File: config.mk
export PLATFORM = sky130hd
export DESIGN_NAME = fxp_cmult_pipe_flat
export DESIGN_NICKNAME = d
export VERILOG_FILES = /design/src/rtl/fxp_pkg.sv /design/src/rtl/fxp_cmult_pipe_if.sv /design/src/rtl/fxp_round_sat.sv /design/src/rtl/fxp_cmult_pipe.sv /design/src/flat_wrapper.sv
export SDC_FILE = /design/constraint.sdc
export NUM_CORES = 2
export LEC_CHECK = 0
export BUFFER_PORTS_ARGS = -buffer_cell sky130_fd_sc_hd__buf_2
export CORE_MARGIN = 2
export CORE_UTILIZATION = 40
export DETAILED_ROUTE_END_ITERATION = 8
export PLACE_DENSITY_LB_ADDON = 0.2
export SLEW_MARGIN = 25
export SYNTH_ARGS = -nofsm -noshare
export SYNTH_HDL_FRONTEND = slang
export SYNTH_SLANG_ARGS = --single-unit
File: constraint.sdc
create_clock -name clk -period 8.4 [get_ports clk]
set_input_delay 0.42 -clock clk [delete_from_list [all_inputs] [get_ports clk]]
set_output_delay 0.42 -clock clk [all_outputs]
set_load 0.01 [all_outputs]
File: src/rtl/fxp_pkg.sv
`default_nettype none
// ============================================================================
//  Module      : fxp_pkg
//  Description : Shared constants and helpers for the fixed-point complex
//                multiplier: saturation limits, round offset and the
//                default-width complex sample type.
//  Revision    : 1.0 - initial release
// ============================================================================
package fxp_pkg;

  localparam int unsigned FXP_N_DEFAULT = 16;
  localparam int unsigned FXP_Q_DEFAULT = 9;

  // Complex sample at the default width.
  typedef struct packed {
    logic signed [FXP_N_DEFAULT-1:0] re;
    logic signed [FXP_N_DEFAULT-1:0] im;
  } fxp_cplx_t;

  // Largest positive N-bit two's-complement value (low N bits are valid).
  function automatic logic [63:0] fxp_max(input int unsigned n);
    return (64'd1 << (n - 1)) - 64'd1;
  endfunction

  // Most negative N-bit two's-complement value (low N bits are valid).
  function automatic logic [63:0] fxp_min(input int unsigned n);
    return ~fxp_max(n);
  endfunction

  // Constant added before the right shift: half an output LSB when
  // rounding, zero when truncating.
  function automatic logic [63:0] fxp_round_off(input int unsigned q, input bit rnd);
    return rnd ? (64'd1 << (q - 1)) : 64'd0;
  endfunction

endpackage
`default_nettype wire

File: src/rtl/fxp_cmult_pipe_if.sv
`default_nettype none
// ============================================================================
//  Module      : fxp_cmult_pipe_if
//  Description : Sample bus of the complex multiplier.
//                Upstream    : in_valid/in_ready, conj_b, a_re, a_im, b_re, b_im
//                Downstream  : out_valid/out_ready, p_re, p_im, ovf
//                Status      : ovf_sticky, ovf_clr
//                slave  = multiplier side, master = source/sink side.
//  Revision    : 1.0 - initial release
// ============================================================================
interface fxp_cmult_pipe_if
  import fxp_pkg::*;
#(
  parameter int N = FXP_N_DEFAULT
);

  logic                in_valid;
  logic                in_ready;
  logic                conj_b;
  logic signed [N-1:0] a_re;
  logic signed [N-1:0] a_im;
  logic signed [N-1:0] b_re;
  logic signed [N-1:0] b_im;
  logic                out_valid;
  logic                out_ready;
  logic signed [N-1:0] p_re;
  logic signed [N-1:0] p_im;
  logic                ovf;
  logic                ovf_sticky;
  logic                ovf_clr;

  modport master (
    output in_valid, conj_b, a_re, a_im, b_re, b_im, out_ready, ovf_clr,
    input  in_ready, out_valid, p_re, p_im, ovf, ovf_sticky
  );

  modport slave (
    input  in_valid, conj_b, a_re, a_im, b_re, b_im, out_ready, ovf_clr,
    output in_ready, out_valid, p_re, p_im, ovf, ovf_sticky
  );

endinterface
`default_nettype wire

File: src/rtl/fxp_round_sat.sv
`default_nettype none
// ============================================================================
//  Module      : fxp_round_sat
//  Description : Scales a 2N+1-bit fixed-point value down by Q fractional
//                bits with optional round-half-up, then saturates or wraps
//                into N bits. Purely combinational.
//  Ports       : x   - 2N+1-bit signed input
//                y   - N-bit signed result
//                ovf - shifted value did not fit in N bits
//  Revision    : 1.0 - initial release
// ============================================================================
module fxp_round_sat
  import fxp_pkg::*;
#(
  parameter int N     = FXP_N_DEFAULT,
  parameter int Q     = FXP_Q_DEFAULT,
  parameter int ROUND = 1,
  parameter int SAT   = 1
) (
  input  logic signed [2*N:0]  x,
  output logic signed [N-1:0]  y,
  output logic                 ovf
);

  localparam int W = 2 * N + 1;
  localparam logic [63:0] C_OFF64 = fxp_round_off(Q, ROUND != 0);
  localparam logic [W-1:0] C_OFF = W'(C_OFF64);

  logic signed [W-1:0] w_t;
  logic signed [W-1:0] w_sh;
  logic [W-N:0]        w_hi;

  // The largest |x| reachable from N-bit operands is 2^(2N-1), so adding a
  // sub-LSB offset cannot overflow W bits.
  assign w_t  = x + $signed(C_OFF);
  assign w_sh = w_t >>> Q;

  // The result fits in N bits exactly when every bit from the N-bit sign
  // position upward is a copy of the sign.
  assign w_hi = w_sh[W-1:N-1];
  assign ovf  = !((&w_hi) || !(|w_hi));

  generate
    if (SAT != 0) begin : g_sat
      localparam logic [63:0] C_MAX64 = fxp_max(N);
      localparam logic [63:0] C_MIN64 = fxp_min(N);
      localparam logic [N-1:0] C_MAX = C_MAX64[N-1:0];
      localparam logic [N-1:0] C_MIN = C_MIN64[N-1:0];
      assign y = ovf ? (w_sh[W-1] ? $signed(C_MIN) : $signed(C_MAX)) : w_sh[N-1:0];
    end else begin : g_wrap
      assign y = w_sh[N-1:0];
    end
  endgenerate

endmodule
`default_nettype wire

File: src/rtl/fxp_cmult_pipe.sv
`default_nettype none
// ============================================================================
//  Module      : fxp_cmult_pipe
//  Description : Four-stage pipelined two's-complement complex multiplier,
//                P = A*B or A*conj(B) per sample, Qm.Q operands, selectable
//                rounding/saturation, per-sample and sticky overflow.
//  Ports       : clk   - rising-edge clock
//                rst_n - asynchronous active-low reset
//                bus   - sample bus (slave modport): input handshake and
//                        operands, output handshake and result, overflow
//                        status and sticky-clear
//  Revision    : 1.0 - initial release
// ============================================================================
module fxp_cmult_pipe
  import fxp_pkg::*;
#(
  parameter int N     = FXP_N_DEFAULT,
  parameter int Q     = FXP_Q_DEFAULT,
  parameter int ROUND = 1,
  parameter int SAT   = 1
) (
  input  logic              clk,
  input  logic              rst_n,
  fxp_cmult_pipe_if.slave   bus
);

  typedef struct packed {
    logic signed [N-1:0] re;
    logic signed [N-1:0] im;
  } cplx_n_t;

  // Full-precision signed product; operands are sign-extended first so the
  // multiply is carried out at 2N bits.
  function automatic logic signed [2*N-1:0] smul(
    input logic signed [N-1:0] x,
    input logic signed [N-1:0] y
  );
    logic signed [2*N-1:0] xe;
    logic signed [2*N-1:0] ye;
    xe = {{N{x[N-1]}}, x};
    ye = {{N{y[N-1]}}, y};
    return xe * ye;
  endfunction

  // Stage valid bits
  logic r_v1, r_v2, r_v3, r_v4;

  // S1: operands
  cplx_n_t r_a;
  cplx_n_t r_b;
  logic    r_cj1;

  // S2: partial products
  logic signed [2*N-1:0] r_rr, r_ii, r_ri, r_ir;
  logic                  r_cj2;

  // S3: combined real/imag at 2N+1 bits
  logic signed [2*N:0] r_re3, r_im3;

  // S4: output registers
  logic signed [N-1:0] r_p_re, r_p_im;
  logic                r_ovf;
  logic                r_sticky;

  logic                w_en;
  logic signed [2*N:0] w_rr, w_ii, w_ri, w_ir;
  logic signed [2*N:0] w_re, w_im;
  logic signed [N-1:0] w_re_rs, w_im_rs;
  logic                w_ovf_re, w_ovf_im;

  // One global enable: the whole pipe, bubbles included, freezes while a
  // result waits at the output. in_ready is therefore a combinational
  // function of out_ready.
  assign w_en = !(r_v4 && !bus.out_ready);

  // S3 combine. conj(B) is formed by swapping the add/subtract roles rather
  // than negating b_im, so a b_im of -2^(N-1) never needs an extra bit.
  always_comb begin
    w_rr = {r_rr[2*N-1], r_rr};
    w_ii = {r_ii[2*N-1], r_ii};
    w_ri = {r_ri[2*N-1], r_ri};
    w_ir = {r_ir[2*N-1], r_ir};
    if (r_cj2) begin
      w_re = w_rr + w_ii;
      w_im = w_ir - w_ri;
    end else begin
      w_re = w_rr - w_ii;
      w_im = w_ri + w_ir;
    end
  end

  fxp_round_sat #(
    .N     (N),
    .Q     (Q),
    .ROUND (ROUND),
    .SAT   (SAT)
  ) u_rs_re (
    .x   (r_re3),
    .y   (w_re_rs),
    .ovf (w_ovf_re)
  );

  fxp_round_sat #(
    .N     (N),
    .Q     (Q),
    .ROUND (ROUND),
    .SAT   (SAT)
  ) u_rs_im (
    .x   (r_im3),
    .y   (w_im_rs),
    .ovf (w_ovf_im)
  );

  always_ff @(posedge clk or negedge rst_n) begin
    if (!rst_n) begin
      r_v1   <= 1'b0;
      r_v2   <= 1'b0;
      r_v3   <= 1'b0;
      r_v4   <= 1'b0;
      r_a    <= '0;
      r_b    <= '0;
      r_cj1  <= 1'b0;
      r_rr   <= '0;
      r_ii   <= '0;
      r_ri   <= '0;
      r_ir   <= '0;
      r_cj2  <= 1'b0;
      r_re3  <= '0;
      r_im3  <= '0;
      r_p_re <= '0;
      r_p_im <= '0;
      r_ovf  <= 1'b0;
    end else if (w_en) begin
      // S1
      r_v1   <= bus.in_valid;
      r_cj1  <= bus.conj_b;
      r_a.re <= bus.a_re;
      r_a.im <= bus.a_im;
      r_b.re <= bus.b_re;
      r_b.im <= bus.b_im;
      // S2
      r_v2   <= r_v1;
      r_cj2  <= r_cj1;
      r_rr   <= smul(r_a.re, r_b.re);
      r_ii   <= smul(r_a.im, r_b.im);
      r_ri   <= smul(r_a.re, r_b.im);
      r_ir   <= smul(r_a.im, r_b.re);
      // S3
      r_v3   <= r_v2;
      r_re3  <= w_re;
      r_im3  <= w_im;
      // S4
      r_v4   <= r_v3;
      r_p_re <= w_re_rs;
      r_p_im <= w_im_rs;
      r_ovf  <= w_ovf_re | w_ovf_im;
    end
  end

  // Sticky overflow: a transferred overflowing result beats a same-cycle clear.
  always_ff @(posedge clk or negedge rst_n) begin
    if (!rst_n) begin
      r_sticky <= 1'b0;
    end else if (r_v4 && bus.out_ready && r_ovf) begin
      r_sticky <= 1'b1;
    end else if (bus.ovf_clr) begin
      r_sticky <= 1'b0;
    end
  end

  assign bus.in_ready   = w_en;
  assign bus.out_valid  = r_v4;
  assign bus.p_re       = r_p_re;
  assign bus.p_im       = r_p_im;
  assign bus.ovf        = r_ovf;
  assign bus.ovf_sticky = r_sticky;

endmodule
`default_nettype wire

File: src/flat_wrapper.sv
// flat-port wrapper written by rule: the top's interface ports become plain ports
module fxp_cmult_pipe_flat import fxp_pkg::*;
#(
  parameter int N     = FXP_N_DEFAULT,
  parameter int Q     = FXP_Q_DEFAULT,
  parameter int ROUND = 1,
  parameter int SAT   = 1
)
  (clk, rst_n, bus_in_valid, bus_conj_b, bus_a_re, bus_a_im, bus_b_re, bus_b_im, bus_out_ready, bus_ovf_clr, bus_in_ready, bus_out_valid, bus_p_re, bus_p_im, bus_ovf, bus_ovf_sticky);
  fxp_cmult_pipe_if #(.N(N)) bus_i ();
  input  logic clk;
  input  logic rst_n;
  input wire logic [$bits(bus_i.in_valid)-1:0] bus_in_valid;
  input wire logic [$bits(bus_i.conj_b)-1:0] bus_conj_b;
  input wire logic [$bits(bus_i.a_re)-1:0] bus_a_re;
  input wire logic [$bits(bus_i.a_im)-1:0] bus_a_im;
  input wire logic [$bits(bus_i.b_re)-1:0] bus_b_re;
  input wire logic [$bits(bus_i.b_im)-1:0] bus_b_im;
  input wire logic [$bits(bus_i.out_ready)-1:0] bus_out_ready;
  input wire logic [$bits(bus_i.ovf_clr)-1:0] bus_ovf_clr;
  output wire logic [$bits(bus_i.in_ready)-1:0] bus_in_ready;
  output wire logic [$bits(bus_i.out_valid)-1:0] bus_out_valid;
  output wire logic [$bits(bus_i.p_re)-1:0] bus_p_re;
  output wire logic [$bits(bus_i.p_im)-1:0] bus_p_im;
  output wire logic [$bits(bus_i.ovf)-1:0] bus_ovf;
  output wire logic [$bits(bus_i.ovf_sticky)-1:0] bus_ovf_sticky;
  assign bus_i.in_valid = bus_in_valid;
  assign bus_i.conj_b = bus_conj_b;
  assign bus_i.a_re = bus_a_re;
  assign bus_i.a_im = bus_a_im;
  assign bus_i.b_re = bus_b_re;
  assign bus_i.b_im = bus_b_im;
  assign bus_i.out_ready = bus_out_ready;
  assign bus_i.ovf_clr = bus_ovf_clr;
  assign bus_in_ready = bus_i.in_ready;
  assign bus_out_valid = bus_i.out_valid;
  assign bus_p_re = bus_i.p_re;
  assign bus_p_im = bus_i.p_im;
  assign bus_ovf = bus_i.ovf;
  assign bus_ovf_sticky = bus_i.ovf_sticky;
  fxp_cmult_pipe #(.N(N), .Q(Q), .ROUND(ROUND), .SAT(SAT)) u_core (.clk(clk), .rst_n(rst_n), .bus(bus_i));
endmodule
==> results.json <==
{
  "slew_viol_final": 0,
  "clockRootBuffer": "clkbuf_16",
  "gr-total-overflow": 0,
  "dp_hpwl_um": 122100,
  "die_h_um": 371.5,
  "rsz0062_at_grt": "false",
  "cts_tree": "built",
  "clock_path_buffers": 3,
  "grt_usage_pct": 22.78,
  "status": "finished clean",
  "postCtsSetupBuffers": 0,
  "gp_congestion": 0.9008,
  "diodes": 0,
  "yosysWarnings": 0,
  "htreeDepth": 2,
  "grt_max_degree": 140,
  "crit_slowest_cell": "dfrtp_1",
  "skew_ns": 0.01679,
  "syn_area_mm2": 0.05401,
  "ios": 106,
  "areaGrowthSynthToFinish_pct": 8.233,
  "critPathMaxFanout": 13,
  "synth_cell_types": 85,
  "ff2ff_setup_slack_ns": 1.05,
  "detail-route-antenna-nets": 0,
  "drc": 0,
  "clock_latency_ns": 0.62,
  "ys_seq_elements": 282,
  "vias": 39620,
  "whs_endpoint": "u_core.r_b[31]",
  "drt-pass1-iter-count": 6,
  "tns_ns": 0,
  "fin_crit_sh_pct": 87.47,
  "yosys-top-cells-count": "inv_1, fa_1, nand2_1",
  "yosysSeqAreaShare_pct": 13.07,
  "synth_nets": 7516,
  "synth.most_common_cell": "inv_1",
  "wire_per_inst_um": 19.35,
  "antenna_found_initial": 2,
  "crit_type": "flop to flop",
  "drive_above_1_share_pct": 5.637,
  "cp.arrival_ns": 7.83,
  "synth_top_area_share_pct": 38.84,
  "drt_wl_total_um": 151600,
  "cts_sinks": 282,
  "grt_pass1_vias": 41150,
  "setup_viol": 0,
  "min-delay-start": "bus_b_re[15]",
  "start_util_pct": 40.37,
  "hp-class": "input port to flop",
  "hold_depth": 3,
  "slowest_delay_ns": 0.70,
  "viasPerCell": 5.057,
  "crit_path_cell_trace": "buf_4 > nand2_1 > fa_1 > inv_1 > fa_1 > inv_1 > fa_1 > fa_1 > inv_1 > fa_1 > inv_1 > fa_1 > inv_1 > ha_1 > inv_1 > nor3_1 > o211ai_1 > o31ai_1 > o41a_1 > a31oi_1 > xor2_1 > o21ai_1",
  "period_needed_ns": 7.348,
  "synth_edf_count": 0,
  "cts_made_buffers": 41,
  "final_nets": 7546,
  "syn_avg_cell_area_um2": 8.996,
  "synth_ff_type": "dfrtp_1",
  "r2r_cells": 22,
  "r2r-start": "u_core.r_a[15]",
  "worst_pin_slew_ns": 1.043,
  "cp-end-kind": "flop",
  "core_region_area_mm2": 0.1338,
  "netlist_top_cells_area": "fa_1, dfrtp_1, ha_1",
  "startpoint_type": "flop",
  "die_w_um": 371.5,
  "r2r_end": "u_core.r_ir[30]",
  "rows": 134,
  "die_area_mm2": 0.1380,
  "async_flop_share_pct": 100.0,
  "fill_cells": 13310,
  "max_freq_ghz": 0.1361,
  "hold_viol_final": 0,
  "io_buffers": 105,
  "slew_headroom_pct": 30.47,
  "yosys.area.top_type": "fa_1",
  "drv_cap": 0,
  "cts.clk_slew.worst_paths_ns": 0.07,
  "detail_route.iter0.violations": 2440,
  "syn_inst": 6004,
  "grt_first_pass_wirelength_um": 242400,
  "required_ns": 8.88
}
-- layout make-up --
class	instances	area [um2]	share of cell area (%)
well taps	1768	2212	3.784
clock buffers	51	1125	1.924
clock inverters	25	324.1	0.5544
multi-input cells	4276	41500	70.99
repair buffers	252	1774	3.035
flip-flops and latches	282	7081	12.11
inverters	1181	4441	7.596
-- worst max-delay path, delay by kind of cell (launching register included) --
kind	cells	cell delay [ns]
adders and majority gates	7	3.65
AOI/OAI and AO/OA	5	1.24
buffers and inverters	7	0.89
DFF	1	0.70
and+or+nand+nor	2	0.57
xor gates and xnor gates	1	0.15
-- metal layers --
| layer | GRT usage (%) | vias to the layer above | part of all wire (%) |
|---|---|---|---|
| met5 | 0 | - | 0 |
| met4 | 5.188 | 0 | 2.3 |
| met3 | 2.765 | 152 | 5.4 |
| met2 | 36.26 | 976 | 46 |
| met1 | 33.19 | 20240 | 47 |
| li1 | - | 18260 | - |
-- flip-flops by register name (all words and copies together), names as in the netlist, 16 cells and up --
register         cells
u_core.r_ri         32
u_core.bus.p_re     16
u_core.r_im3        25
u_core.r_a          32
u_core.r_ii         32
u_core.r_b          32
u_core.r_ir         32
u_core.r_re3        25
u_core.bus.p_im     16
u_core.r_rr         32
-- stage by stage --
step                util (%)  setup WS, ns  std cells  hold slack, ns  area [um2]
finish                 43.69         1.052       7835         0.03851       58460
global route           43.69        0.6901       7835         0.04115       58460
CTS                    43.69        0.9900       7835        0.001093       58450
detailed placement     42.31         1.003       7720          0.4468       56610
floorplan                  -         2.111       6004          0.1244       54010
global placement       42.31        0.9603       7720          0.4441       56610
-- worst max-delay path by stage --
stage	to	slack [ns]	start	cells after the start
final	u_core.r_ir[30]	1.05	u_core.r_a[15]	22
after global routing	u_core.r_rr[30]	0.69	u_core.r_b[23]	24
after CTS	u_core.r_ir[30]	0.99	u_core.r_b[19]	21
after detailed placement	u_core.r_ir[30]	1.00	u_core.r_b[19]	21
after global placement	u_core.r_ir[30]	0.96	u_core.r_b[19]	21
after floorplan	u_core.r_ri[31]	2.11	u_core.r_a[31]	22
-- logic make-up (layout without fill, tap and decap cells) --
kind of cell | after synthesis | after routing | synth area share (%)
and+or+nand+nor | 1928 | 1928 | 17.02
buffers and inverters | 1446 | 1509 | 10.12
adders and majority gates | 1442 | 1442 | 47.97
AOI/OAI and AO/OA | 627 | 627 | 7.270
DFF | 282 | 282 | 13.07
xor gates and xnor gates | 271 | 271 | 4.395
muxes | 8 | 8 | 0.1622
-- cells in the final DEF (no fill, tap or decap), types with 104 or more instances in the layout --
cell,netlist,layout
a21oi_1,222,222
ha_1,394,394
nor2_1,245,245
o21ai_0,117,117
buf_2,4,104
nand2_1,895,895
xnor2_1,161,161
fa_1,1048,1048
inv_1,1179,1179
and2_1,492,492
xor2_1,110,110
dfrtp_1,282,263
buf_4,0,105
-- repair_timing --
item	4_1_cts	5_1_grt
hold buffers	39	0
gates resized for setup	0	0
hold endpoints to repair	113	0
Power is left out: the tool's default activity adds up to more than one toggle a clock period on the data nets, which glitch-free logic cannot reach.
